--- src/rtl/booth_pkg.sv ---
// Shared definitions for the radix-4 Booth multiplier:
//   state_t   - controller states IDLE / CALC / DONE
//   SEL_*     - magnitude select of a recoded digit (0, M, 2M)
//   recode_t  - recoder output {neg, sel}; neg flags a subtracted partial product
//   clog2     - ceiling log2, used to size the iteration counter
package booth_pkg;

    typedef enum logic [1:0] {
        IDLE = 2'd0,
        CALC = 2'd1,
        DONE = 2'd2
    } state_t;

    localparam logic [1:0] SEL_ZERO = 2'd0;
    localparam logic [1:0] SEL_M    = 2'd1;
    localparam logic [1:0] SEL_2M   = 2'd2;

    typedef struct packed {
        logic       neg;
        logic [1:0] sel;
    } recode_t;

    function automatic int clog2(input int v);
        int r;
        r = 0;
        while ((1 << r) < v) r++;
        return r;
    endfunction

endpackage

--- src/rtl/booth_r4_recoder.sv ---
// Radix-4 Booth digit recoder (combinational).
//   bits : {Q[1], Q[0], Qm1} window of the multiplier shift register
//   rc   : {neg, sel} - digit is (neg ? -1 : +1) * {0, M, 2M}[sel]
module booth_r4_recoder
    import booth_pkg::*;
(
    input  logic [2:0] bits,
    output recode_t    rc
);

    always_comb begin
        rc.neg = 1'b0;
        rc.sel = SEL_ZERO;
        case (bits)
            3'b001, 3'b010: rc.sel = SEL_M;
            3'b011:         rc.sel = SEL_2M;
            3'b100: begin
                rc.neg = 1'b1;
                rc.sel = SEL_2M;
            end
            3'b101, 3'b110: begin
                rc.neg = 1'b1;
                rc.sel = SEL_M;
            end
            default: ; // 000 / 111: zero digit
        endcase
    end

endmodule

--- src/rtl/booth_r4_mult_seq.sv ---
// Sequential radix-4 Booth multiplier with integrated controller.
// One radix-4 digit per clock; add and 2-bit arithmetic shift in the same edge.
//   clk, rst_b    : clock, asynchronous active-low reset
//   start         : request, sampled in IDLE or DONE
//   signed_mode   : 1 = two's-complement operands, 0 = unsigned
//   multiplicand  : operand M (WIDTH bits)
//   multiplier    : operand Q (WIDTH bits)
//   busy          : high while computing
//   done          : one-cycle completion pulse
//   product       : 2*WIDTH-bit result, held until the next completion
module booth_r4_mult_seq
    import booth_pkg::*;
#(
    parameter int WIDTH = 8
) (
    input  logic               clk,
    input  logic               rst_b,
    input  logic               start,
    input  logic               signed_mode,
    input  logic [WIDTH-1:0]   multiplicand,
    input  logic [WIDTH-1:0]   multiplier,
    output logic               busy,
    output logic               done,
    output logic [2*WIDTH-1:0] product
);

    localparam int N_IT = WIDTH / 2 + 1;
    localparam int EW   = WIDTH + 2;   // extended operand width
    localparam int AW   = WIDTH + 4;   // accumulator: room for +/-2M without overflow
    localparam int CW   = clog2(N_IT);
    localparam logic [CW-1:0] LAST = CW'(N_IT - 1);

    if (WIDTH < 4 || (WIDTH % 2) != 0) begin : g_bad_width
        $error("booth_r4_mult_seq: WIDTH must be even and >= 4");
    end

    state_t         state;
    logic [AW-1:0]  acc;
    logic [EW-1:0]  mcand;
    logic [EW-1:0]  q;
    logic           qm1;
    logic [CW-1:0]  cnt;

    // Two extra bits so unsigned operands look positive to the signed datapath;
    // the extra multiplier bits also give the final digit that unsigned needs.
    logic [EW-1:0]  mc_ext, mp_ext;
    assign mc_ext = {{2{signed_mode & multiplicand[WIDTH-1]}}, multiplicand};
    assign mp_ext = {{2{signed_mode & multiplier[WIDTH-1]}}, multiplier};

    recode_t rc;
    booth_r4_recoder u_recoder (
        .bits ({q[1:0], qm1}),
        .rc   (rc)
    );

    logic [AW-1:0]      m_full, pp, addend, sum, acc_nxt;
    logic [EW-1:0]      q_nxt;
    logic [2*WIDTH-1:0] prod_nxt;

    always_comb begin
        m_full = {{2{mcand[EW-1]}}, mcand};
        case (rc.sel)
            SEL_M:   pp = m_full;
            SEL_2M:  pp = {m_full[AW-2:0], 1'b0};
            default: pp = '0;
        endcase
        // Subtract as invert + carry-in so one adder serves both signs.
        addend   = rc.neg ? ~pp : pp;
        sum      = acc + addend + {{(AW-1){1'b0}}, rc.neg};
        acc_nxt  = {{2{sum[AW-1]}}, sum[AW-1:2]};
        q_nxt    = {sum[1:0], q[EW-1:2]};
        prod_nxt = {acc_nxt[WIDTH-3:0], q_nxt};
    end

    always_ff @(posedge clk or negedge rst_b) begin
        if (!rst_b) begin
            state   <= IDLE;
            busy    <= 1'b0;
            done    <= 1'b0;
            product <= '0;
            acc     <= '0;
            mcand   <= '0;
            q       <= '0;
            qm1     <= 1'b0;
            cnt     <= '0;
        end else begin
            case (state)
                IDLE, DONE: begin
                    done <= 1'b0;
                    if (start) begin
                        mcand <= mc_ext;
                        q     <= mp_ext;
                        qm1   <= 1'b0;
                        acc   <= '0;
                        cnt   <= '0;
                        busy  <= 1'b1;
                        state <= CALC;
                    end else begin
                        state <= IDLE;
                    end
                end
                CALC: begin
                    acc <= acc_nxt;
                    q   <= q_nxt;
                    qm1 <= q[1];
                    cnt <= cnt + CW'(1);
                    if (cnt == LAST) begin
                        product <= prod_nxt;
                        busy    <= 1'b0;
                        done    <= 1'b1;
                        state   <= DONE;
                    end
                end
                default: state <= IDLE;
            endcase
        end
    end

endmodule

--- config.mk ---
export PLATFORM = sky130hd
export DESIGN_NAME = booth_r4_mult_seq
export DESIGN_NICKNAME = d
export VERILOG_FILES = /design/src/rtl/booth_pkg.sv /design/src/rtl/booth_r4_recoder.sv /design/src/rtl/booth_r4_mult_seq.sv
export SDC_FILE = /design/constraint.sdc
export NUM_CORES = 1
export LEC_CHECK = 0
export CAP_MARGIN = 20
export CORE_MARGIN = 2
export CORE_UTILIZATION = 55
export DETAILED_ROUTE_END_ITERATION = 8
export GPL_ROUTABILITY_DRIVEN = 0
export GPL_TIMING_DRIVEN = 0
export MAX_ROUTING_LAYER = met4
export PLACE_DENSITY = 0.8
export SLEW_MARGIN = 20
export SYNTH_ARGS = -nofsm -noshare
export SYNTH_HDL_FRONTEND = slang
export SYNTH_HIERARCHICAL = 1
export SYNTH_SLANG_ARGS = --single-unit
export TNS_END_PERCENT = 1
--- constraint.sdc ---
create_clock -name clk -period 3.35 [get_ports clk]
set_clock_uncertainty 0.05 [all_clocks]
set_input_delay 0.67 -clock clk [delete_from_list [all_inputs] [get_ports clk]]
set_output_delay 0.67 -clock clk [all_outputs]
set_load 0.005 [all_outputs]
== Word-level counts from Yosys, hierarchy flattened ==
Index checks and enable logic that the tools add are counted.
Storage, ports and cells
  output and inout bits: 18
  flip-flop bits (word level): 55
  word-level logic and storage cells: 59
Operators by class
  eq/ne operators: 13
  reduce and logical (&&, ||, !) cells: 11
  bitwise logic cells: 3
  $add $sub $neg: 3
  mux-type cells: 20
Operator list (number)
  $pmux W12 S2: 2
  $mux W12: 2
  $pmux W10 S2: 1
  $add A12 B1 Y12: 1
  $add A12 B12 Y12: 1
  $eq A3 B3 Y1 const B: 4
  $not A12 Y12: 1
  $mux W10: 1
  $pmux W2 S2: 2
  $reduce_and A2 Y1: 4
  $eq A3 B2 Y1 const B: 2
  $mux W1: 6
  $pmux W1 S2: 3
  $pmux W3 S2: 1
  $eq A2 B1 Y1 const B: 2
  $eq A2 B2 Y1 const B: 2
  $ne A2 B2 Y1 const B: 2
  $reduce_or A2 Y1: 2
  $reduce_or A4 Y1: 1
  $add A3 B1 Y3 const B: 1
  $eq A3 B1 Y1 const B: 1
  $mux W3: 1
  $reduce_and A3 Y1: 1
  $reduce_or A3 Y1: 1
  other kinds (4): 5

== Logic depth before layout (Yosys ltp) ==
  word-level depth: 10
  depth in mapped cells: 15

== Modules after synthesis ==
The synthesis kept the hierarchy.
By module, submodules not included
  booth_r4_mult_seq: times used 1, area each 2824.0 um^2, cells an instance 264, sequential area each 1326.3 um^2
  booth_r4_recoder: times used 1, area each 31.3 um^2, cells an instance 5, sequential area each 0.0 um^2

== Worst setup path after synthesis ==
OpenSTA, ideal clock, no wires.
  kind: reg-to-reg
  start: reg qm1
  end: reg acc[8]
  cell stages (with the launch flop): 15
  arrival time: 2821 ps
  period minus slack after synthesis: 2997 ps
  buffers on the path: 1
  setup time: 126 ps
  slack: 353 ps
  cells stage by stage: dfrtp_1 > nand2b_1 > o22ai_1 > ha_1 > clkbuf_1 > a22oi_1 > nor2_1 > xor2_1 > inv_1 > fa_1 > nor2b_1 > o31a_1 > o31a_1 > nand4_1 > a221o_1
RTL lines
  from (decl): line booth_r4_mult_seq.sv:41  | logic qm1;
  from (signal assigned): line booth_r4_mult_seq.sv:105  | qm1 <= q[1];
  to (signal assigned): line booth_r4_mult_seq.sv:103  | acc <= acc_nxt;
  to (decl): line booth_r4_mult_seq.sv:38  | logic [AW-1:0] acc;

==> results.sh <==
export IMPL_wl_um=6160
export IMPL_async_flop_share_pct=100
export IMPL_die_h_um=76.1
export IMPL_place_hpwl_um=4550
export IMPL_wl_per_cell_um=16.0
export IMPL_clkLatencyLatePin_ns=0.32
export IMPL_cap_violations=0
export IMPL_hold_violations=0
export IMPL_setup_violations=0
export IMPL_path_max_fanout=10
export IMPL_track_usage_pct=23.2
export IMPL_final_nets=347
export IMPL_dieArea_sq_mm=0.00578
export IMPL_yosys_warnings=6
export IMPL_grt_max_degree=54
export IMPL_fin_crit_ns=3.21
export IMPL_worstSetupStartpoint="qm1"
export IMPL_synthCells=269
export IMPL_worst_setup_path_end_kind="flop"
export IMPL_vias=2202
export IMPL_r2r_setup_slack_ns=0.14
export IMPL_syn_avg_cell_area_sq_um=10.6
export IMPL_arrival_ns=3.36
export IMPL_route_detailed_drc=0
export IMPL_path_class="reg -> reg"
export IMPL_io_buffers=37
export IMPL_start_kind="flop"
export IMPL_worstMarginPinSlew_ns=0.647
export IMPL_dr_pass1_iters=4
export IMPL_clkSlewWorstSetupHoldPaths_ns=0.11
export IMPL_yosysMostFrequentCell="dfrtp_1"
export IMPL_initial_utilization_pct=56.6
export IMPL_worst_r2r_startpoint="qm1"
export IMPL_slew_viol_final=0
export IMPL_fin_ws_ns=0.138
export IMPL_synth_seq_area_share_pct=46.5
export IMPL_ant_nets=0
export IMPL_hold_class="in -> async"
export IMPL_synth_common_cells="dfrtp_1 (53), nand2_1 (25), o21ai_0 (22)"
export IMPL_core_area_sq_mm=0.00504
export IMPL_yosysTopAreaCellShare_pct=46.5
export IMPL_cts_buffers=5
export IMPL_reg2reg_depth=15
export IMPL_place_ws_ns=-0.0258
export IMPL_yosys_area_top_type="dfrtp_1"
export IMPL_ctsHoldBuffers=0
export IMPL_synth_edf_count=0
export IMPL_synth_distinct_cells=44
export IMPL_synth_nets=303
export IMPL_synthFlopType="dfrtp_1"
export IMPL_worstPathRequired_ns=3.50
export IMPL_grt_setup_unrepaired="true"
export IMPL_cts_sink_count=53
export IMPL_cts_buffer_depth=2
export IMPL_grt_pass1_vias=2183
export IMPL_cts_tree="done"
export IMPL_drt_iter0_markers=78
export IMPL_netlist_top_cells_area="dfrtp_1 (46%), mux2_2 (7.9%), ha_1 (5.7%)"
export IMPL_min_period_over_period_pct=95.9
export IMPL_status="finished clean"
export IMPL_fmax_mhz=311
export IMPL_drive_gt1_share_pct=13.4
export IMPL_rows=26
export IMPL_gr_total_overflow=0
export IMPL_htreeDepth=2
export IMPL_viasPerCell=5.73
export IMPL_fp_dieW_um=76.1
export IMPL_areaGrowthSynthToFinish_pct=20.2
export IMPL_grt_antenna_before_repair=0
export IMPL_ys_ff_latch=53
export IMPL_ios=38
export IMPL_root_buffer="clkbuf_8"
export IMPL_grt_pass1_wl_um=10400
export IMPL_r2r_end="acc[8]"
export IMPL_slew_headroom_pct=56.9
export IMPL_synth_area_sq_mm=0.00286
export IMPL_num_antenna_cells=0
==> worst max-delay path by stage <==
stage               endpoint  depth (start not counted)
detailed placement    acc[8]                         14
CTS                  acc[10]                         14
global placement      cnt[1]                          1
finish                acc[8]                         15
floorplan             acc[8]                         14
global route          acc[8]                         15
==> through the flow <==
step	instances	hold WS [ns]	utilization [%]	setup TNS [ns]	area, sq um
global route	384	0.382	68.1	-0.0593	3430
CTS	383	0.352	67.5	0	3400
detailed placement	376	0.420	65.7	-0.0370	3310
global placement	376	0.412	65.7	-0.296	3310
floorplan	269	0.324	-	0	2860
finish	384	0.322	68.1	0	3430
==> placed cells by master, fill, tap and decap left out, drive strengths merged <==
master,count
mux2,20
ha,13
a22oi,9
o31a,2
nand2,25
o31ai,1
o22ai,1
nand4,2
or3,2
nor3,3
nand3b,2
a32o,1
a221o,2
clkbuf,15
and2,1
nand3,7
and4b,1
nor4,2
dfrtp,53
buf,4
nor2,19
clkinv,2
o211ai,3
nor3b,2
xor2,12
fa,1
a21o,2
a22o,7
o21a,4
o21ai,22
o21bai,1
clkdlybuf4s50,36
nor2b,4
nand2b,2
a21oi,9
inv,9
a32oi,2
xnor2,3
mux2i,7
a2111oi,1
==> routing by layer <==
| metal | track usage, % | up-vias | part of all wire [%] |
|---|---|---|---|
| li1 | - | 1061 | - |
| met1 | 30.0 | 1080 | 46 |
| met2 | 38.3 | 55 | 49 |
| met3 | 4.03 | 6 | 3.5 |
| met4 | 6.00 | 0 | 1.1 |
| met5 | - | - | 0 |
==> worst max-delay path, stage by stage, from the launching register on <==
cell and delay [ns]:
dfrtp_1 0.43, nand2b_1 0.17, o22ai_2 0.12, inv_1 0.06
ha_1 0.20, clkbuf_8 0.17, a22oi_1 0.17, nor2_1 0.08
xor2_1 0.20, inv_1 0.09, fa_2 0.39, nor2b_2 0.14
o31a_1 0.18, o31a_1 0.22, nand4_1 0.11, a221o_1 0.32
==> cell families (layout without fill, tap and decap cells) <==
group / count (synthesis) / after routing / synth area share (%)
flip-flops: 53 / 53 / 46.5
AO/OA/AOI/OAI: 67 / 67 / 16.3
buffers and inverters: 21 / 66 / 3.37
adder cells (fa/ha/maj): 14 / 14 / 6.40
XOR/XNOR: 15 / 15 / 4.60
AND/OR/NAND/NOR: 72 / 72 / 12.5
multiplexers: 27 / 27 / 10.3
==> area by class of cell <==
type	instances	area, sq um
fill	415	1610
multi-input combinational	195	1460
sequential	53	1330
timing repair buffer	38	375
tap	70	87.6
clock buffer	5	68.8
buffer	12	62.6
inverter	8	30.0
clock inverter	3	26.3
==> sequential cells by signal, indices dropped and copies added, names as in the netlist <==
| register | count |
|---|---|
| product | 16 |
| acc | 10 |
| q | 10 |
| mcand | 9 |
| cnt | 3 |
| state | 2 |
| busy | 1 |
| done | 1 |
| qm1 | 1 |
==> what timing repair did <==
action | in CTS | in global routing
setup buffers | 0 | 1
endpoints found under the setup margin | 2 | 6
gates resized for setup | 0 | 6
pin swaps | 0 | 4
Power is not shown: default switching activity piles up to over one toggle a cycle in this logic, so the estimate is an artifact.
